`config.mk`:
```
export PLATFORM = sky130hd
export DESIGN_NAME = wb_commit_stage
export DESIGN_NICKNAME = d
export VERILOG_FILES = /design/src/rtl/wb_commit_stage.sv
export SDC_FILE = /design/constraint.sdc
export NUM_CORES = 1
export LEC_CHECK = 0
export ABC_AREA = 0
export ABC_CLOCK_PERIOD_IN_PS = 6300
export BUFFER_PORTS_ARGS = -buffer_cell sky130_fd_sc_hd__buf_2
export CAP_MARGIN = 20
export CELL_PAD_IN_SITES_DETAIL_PLACEMENT = 1
export CELL_PAD_IN_SITES_GLOBAL_PLACEMENT = 2
export CORE_MARGIN = 4
export CORE_UTILIZATION = 32
export CTS_BUF_LIST = sky130_fd_sc_hd__clkbuf_8 sky130_fd_sc_hd__clkbuf_16
export DETAILED_ROUTE_END_ITERATION = 10
export PLACE_DENSITY = 0.81
export SYNTH_ARGS = -nofsm -noshare
export SYNTH_HDL_FRONTEND = slang
export SYNTH_SLANG_ARGS = --single-unit
```
`constraint.sdc`:
```
create_clock -name clk -period 6.3 [get_ports clk]
set_clock_uncertainty 0.2 [all_clocks]
set_input_delay 0.63 -clock clk [delete_from_list [all_inputs] [get_ports clk]]
set_output_delay 0.63 -clock clk [all_outputs]
set_load 0.05 [all_outputs]
```
`src/rtl/wb_commit_stage.sv`:
```
// rtl/wb_commit_stage.sv - RV32 write-back/commit stage driving the decode register/CSR write port
module wb_commit_stage #(
    parameter int                  DBITS      = 32,
    parameter int                  REGNOBITS  = 5,
    parameter int                  CSRNOBITS  = 4,
    parameter int                  ICBITS     = 32,
    parameter int                  CANARYBITS = 32,
    parameter logic [CANARYBITS-1:0] CANARY_VAL = 32'hC0FFEE00,
    parameter logic [CSRNOBITS-1:0]  HALT_CSR   = 4'd15
) (
    input  logic                                   clk,
    input  logic                                   reset,
    input  logic                                   mem_valid,
    input  logic                                   mem_wr_reg,
    input  logic [REGNOBITS-1:0]                   mem_wregno,
    input  logic                                   mem_wr_csr,
    input  logic [CSRNOBITS-1:0]                   mem_wcsrno,
    input  logic [DBITS-1:0]                       mem_regval,
    input  logic [DBITS-1:0]                       mem_csrval,
    input  logic [ICBITS-1:0]                      mem_inst_cnt,
    input  logic [CANARYBITS-1:0]                  mem_canary,
    output logic                                   wb_stall,
    output logic [REGNOBITS+DBITS+CSRNOBITS+1:0]   from_WB_to_DE,
    output logic [ICBITS-1:0]                      retire_count,
    output logic                                   halted,
    output logic                                   order_err,
    output logic                                   canary_err
);
    typedef enum logic [1:0] {RUN, SPLIT, HALTED} state_t;

    state_t                 state_q, state_d;
    logic                   wr_reg_q, wr_reg_d;
    logic                   wr_csr_q, wr_csr_d;
    logic [REGNOBITS-1:0]   wregno_q, wregno_d;
    logic [DBITS-1:0]       regval_q, regval_d;
    logic [CSRNOBITS-1:0]   wcsrno_q, wcsrno_d;
    logic [CSRNOBITS-1:0]   pend_csrno_q, pend_csrno_d;
    logic [DBITS-1:0]       pend_csrval_q, pend_csrval_d;
    logic [ICBITS-1:0]      retire_q, retire_d;
    logic [ICBITS-1:0]      expect_q, expect_d;
    logic                   halted_q, halted_d;
    logic                   order_err_q, order_err_d;
    logic                   canary_err_q, canary_err_d;
    logic                   stall_q, stall_d;

    logic accept;
    logic eff_wr_reg;

    assign accept     = mem_valid & ~stall_q;
    // x0 is hardwired zero, so a write to it is not a real GPR write
    assign eff_wr_reg = mem_wr_reg & (mem_wregno != '0);

    always_comb begin
        state_d       = state_q;
        wr_reg_d      = 1'b0;
        wr_csr_d      = 1'b0;
        wregno_d      = wregno_q;
        regval_d      = regval_q;
        wcsrno_d      = wcsrno_q;
        pend_csrno_d  = pend_csrno_q;
        pend_csrval_d = pend_csrval_q;
        retire_d      = retire_q;
        expect_d      = expect_q;
        order_err_d   = order_err_q;
        canary_err_d  = canary_err_q;
        halted_d      = (state_q == HALTED);

        case (state_q)
            RUN: begin
                if (accept) begin
                    retire_d = retire_q + 1'b1;
                    expect_d = mem_inst_cnt + 1'b1;
                    if (mem_inst_cnt != expect_q)
                        order_err_d = 1'b1;
                    if (mem_canary != CANARY_VAL)
                        canary_err_d = 1'b1;
                    if (eff_wr_reg) begin
                        wr_reg_d = 1'b1;
                        wregno_d = mem_wregno;
                        regval_d = mem_regval;
                        // decode's port favours the GPR, so the CSR half goes out next cycle
                        if (mem_wr_csr) begin
                            pend_csrno_d  = mem_wcsrno;
                            pend_csrval_d = mem_csrval;
                            state_d       = SPLIT;
                        end
                    end else if (mem_wr_csr) begin
                        wr_csr_d = 1'b1;
                        wcsrno_d = mem_wcsrno;
                        regval_d = mem_csrval;
                        if (mem_wcsrno == HALT_CSR && mem_csrval[0])
                            state_d = HALTED;
                    end
                end
            end
            SPLIT: begin
                wr_csr_d = 1'b1;
                wcsrno_d = pend_csrno_q;
                regval_d = pend_csrval_q;
                if (pend_csrno_q == HALT_CSR && pend_csrval_q[0])
                    state_d = HALTED;
                else
                    state_d = RUN;
            end
            default: ;
        endcase

        stall_d = (state_d != RUN);
    end

    always_ff @(posedge clk or posedge reset) begin
        if (reset) begin
            state_q       <= RUN;
            wr_reg_q      <= 1'b0;
            wr_csr_q      <= 1'b0;
            wregno_q      <= '0;
            regval_q      <= '0;
            wcsrno_q      <= '0;
            pend_csrno_q  <= '0;
            pend_csrval_q <= '0;
            retire_q      <= '0;
            expect_q      <= '0;
            halted_q      <= 1'b0;
            order_err_q   <= 1'b0;
            canary_err_q  <= 1'b0;
            stall_q       <= 1'b0;
        end else begin
            state_q       <= state_d;
            wr_reg_q      <= wr_reg_d;
            wr_csr_q      <= wr_csr_d;
            wregno_q      <= wregno_d;
            regval_q      <= regval_d;
            wcsrno_q      <= wcsrno_d;
            pend_csrno_q  <= pend_csrno_d;
            pend_csrval_q <= pend_csrval_d;
            retire_q      <= retire_d;
            expect_q      <= expect_d;
            halted_q      <= halted_d;
            order_err_q   <= order_err_d;
            canary_err_q  <= canary_err_d;
            stall_q       <= stall_d;
        end
    end

    assign wb_stall      = stall_q;
    assign from_WB_to_DE = {wr_reg_q, wregno_q, regval_q, wcsrno_q, wr_csr_q};
    assign retire_count  = retire_q;
    assign halted        = halted_q;
    assign order_err     = order_err_q;
    assign canary_err    = canary_err_q;
endmodule

```
==> flow_summary.yaml <==
detailed_routing:
  viasPerCell: 4.99
  first_iter_violations: 206
  wl_per_cell_um: 18.4
  routed_wl_um: 22100
  ant_nets: 0
  drc: 0
  route.vias.total: 6018
  dr.pass1.iters: 4
layout:
  syn_to_final_growth_pct: 25.6
  final_nets: 1048
  num-fill-cells: 2616
  stdcell_count: 1205
  layout_commonest_cell: "buf_2"
  finish.utilization: 0.407
  finish.instance_area_sq_um: 9220
  layout_common_cells: "220 x buf_2, 149 x dfrtp_1, 124 x nand2_1"
  multiInputGateArea_sq_um: 3390
  seqCellArea_sq_um: 3730
  layout-drive-gt1-share: 0.341
worst_setup_path:
  crit_path_end_kind: "register"
  crit_slowest_cell: "nor2b_4"
  crit_chain: "buf_2, or4_1, o21a_1, buf_4, o21ai_4, nor2b_4, a221o_1"
  startpoint_type: "input port"
  required_ps: 6450
  critPathMaxStageDelay_ps: 890
  critPathKind: "in -> reg"
  cp_top_family: "simple AND/OR/NAND/NOR gates"
  cp.arrival_ps: 3760
  critPathMaxFanout: 35
  critPathBufInv: 2
outcome:
  status: "finished clean"
pwr:
  switching_power_w: 0.00177
  p_per_area_nw_per_um2: 448
  p_int_w: 0.00236
  p_leak_nw: 4.38
  comb_power_share: 0.376
  peakVddDrop_mv: 0.161
  power_frac_seq: 0.385
  p_sw_frac: 0.428
  pwr-share-clk: 0.239
yosys:
  syn_nets: 841
  synth_compound_area_frac: 0.0980
  synth_cell_types: 50
  synthSimpleGateAreaFrac: 0.180
  synth_top_family_by_area: "simple AND/OR/NAND/NOR gates"
  synth_area_sq_um: 7340
  synthAdderAreaFrac: 0.00341
  synth-xor-area-share: 0.111
  synth_edf_count: 0
  synth_top_flop_cell: "dfrtp_1"
  synthCells: 697
  synthArstFlopShare: 1.00
  ys_warn_count: 0
  synth-seq-area-share: 0.508
  synth_mux_area_frac: 0.0683
  ys_seq_elements: 149
  syn_avg_cell_area_sq_um: 10.5
clocking:
  numCtsBuffers: 17
  cts_max_path_buffers: 2
  cts_tree: "yes"
  cts_setup_buffers: 0
  path_clk_slew_ps: 70
  cts.sinks: 149
  cts_hold_buf: 0
  clk_latency_ps: 430
  cts-root-buf: "clkbuf_16"
  ctsResizeCount: 0
  cts_htree_levels: 4
die:
  pin_count: 221
  core_area_sq_um: 22600
  initial_utilization: 0.324
  dieArea_sq_um: 25400
  num_rows: 55
  dieWidth_um: 160
  die_h_um: 160
placed_design:
  place_congestion: 0.756
  placed_cell_area_sq_um: 8650
  place_ws_ps: 2140
  hpwlAfterDp_um: 15800
  placed_cells: 1170
  port_buffers: 220
timing:
  setup_viol: 0
  timing.slew.headroom: 0.251
  rsz0062_at_grt: "no"
  fmax_mhz: 277
  slew_violations: 0
  tns_ps: 0
  tightestPinTransition_ps: 1120
  finalCriticalPeriod_ps: 3610
  period_share: 0.573
  finalHoldViolations: 0
  fin_ws_ps: 2690
global_route:
  grt_pass1_wl_um: 35800
  grt_pass1_vias: 6443
  grt.overflow.total: 0
  grt_max_degree: 83
  antenna_found_initial: 3
  grt_util_all_layers: 0.173
min_path:
  holdCritPathClass: "in -> async"
job:
  cap_violations: 0
==> power by group through the flow <==
stage	combinational, W	clock [W]	sequential, W
after floorplan	0.000667	0	0.00207
after global placement	0.00154	0	0.00160
after detailed placement	0.00158	0	0.00160
after CTS	0.00158	0.00102	0.00159
after global routing	0.00167	0.00106	0.00164
final	0.00155	0.000989	0.00159
==> Yosys cell counts (2+ instances only) <==
master,instances,area share
nor2b_1,2,0.0017
ha_1,2,0.0034
clkbuf_1,13,0.0066
o21ai_1,5,0.0034
mux2i_1,4,0.0055
nand4_2,2,0.0034
inv_1,9,0.0046
mux2_2,37,0.057
buf_6,5,0.0077
o21ai_0,24,0.016
dfrtp_1,149,0.51
nand2b_1,2,0.0017
nand2_1,124,0.063
mux2_1,4,0.0061
buf_2,13,0.0089
and4_1,2,0.0024
nor3b_1,2,0.0020
and3_1,13,0.011
buf_4,3,0.0031
and2_1,2,0.0017
xor2_1,60,0.072
nor2_1,21,0.011
or4_1,2,0.0020
a221o_1,32,0.044
nor4_2,3,0.0051
nand4_1,17,0.014
nor3_1,15,0.010
nor4_1,14,0.012
xnor2_1,33,0.039
nand3_1,25,0.017
a21oi_1,39,0.027
==> sequential cells by signal, indices dropped and copies added, names as in the netlist <==
signal,cells
pend_csrval_q,32
retire_count,32
order_err,1
wr_reg_q,1
wregno_q,5
state_q,2
pend_csrno_q,4
wcsrno_q,4
wr_csr_q,1
expect_q,32
regval_q,32
halted,1
canary_err,1
wb_stall,1
==> worst register-to-register path: stages, from the launching register on <==
cell     delay, ps
dfrtp_1        500
nor4b_4         80
buf_4          230
o21ai_4        370
nor2b_4        900
a221o_1        300
==> final timing paths <==
path	from	cells past startpoint	end	slack, ps
min in group clk	mem_csrval[20]	2	pend_csrval_q[20]	240
min	reset	2	expect_q[13]	140
max	mem_wregno[0]	7	regval_q[8]	2690
max in group asynchronous	reset	3	state_q[0]	4320
max reg2reg	state_q[1]	5	regval_q[8]	3660
min reg2reg	canary_err	1	canary_err	270
==> per-layer routing <==
metal  up-vias  routed length [um]  GRT usage
met5         -                  20          0
met4         4                 279     0.0434
met3        22                1050     0.0448
met2       139               10700      0.288
met1      2985               10100      0.227
li1       2868                   -          -
==> cell families after synthesis <==
kind of cell,Yosys count
AND/OR/NAND/NOR,257
flip-flops,149
AO/OA/AOI/OAI,106
XOR/XNOR,93
buffers and inverters,45
multiplexers,45
adder cells (fa/ha/maj),2
==> stage by stage <==
step / power, W / hold slack (ps)
after global placement: 0.00314 / 237
after CTS: 0.00419 / 185
final: 0.00413 / 137
after floorplan: 0.00274 / 265
after detailed placement: 0.00319 / 256
after global routing: 0.00438 / 203
==> final cells by class <==
cell class,instances,share of cell area
multi-input combinational,503,0.368
tap,285,0.0387
sequential,149,0.404
clock buffer,17,0.0461
antenna,3,0.000814
clock inverter,15,0.0151
timing repair buffer,224,0.123
inverter,9,0.00421
(Power assumes the default switching activity.)
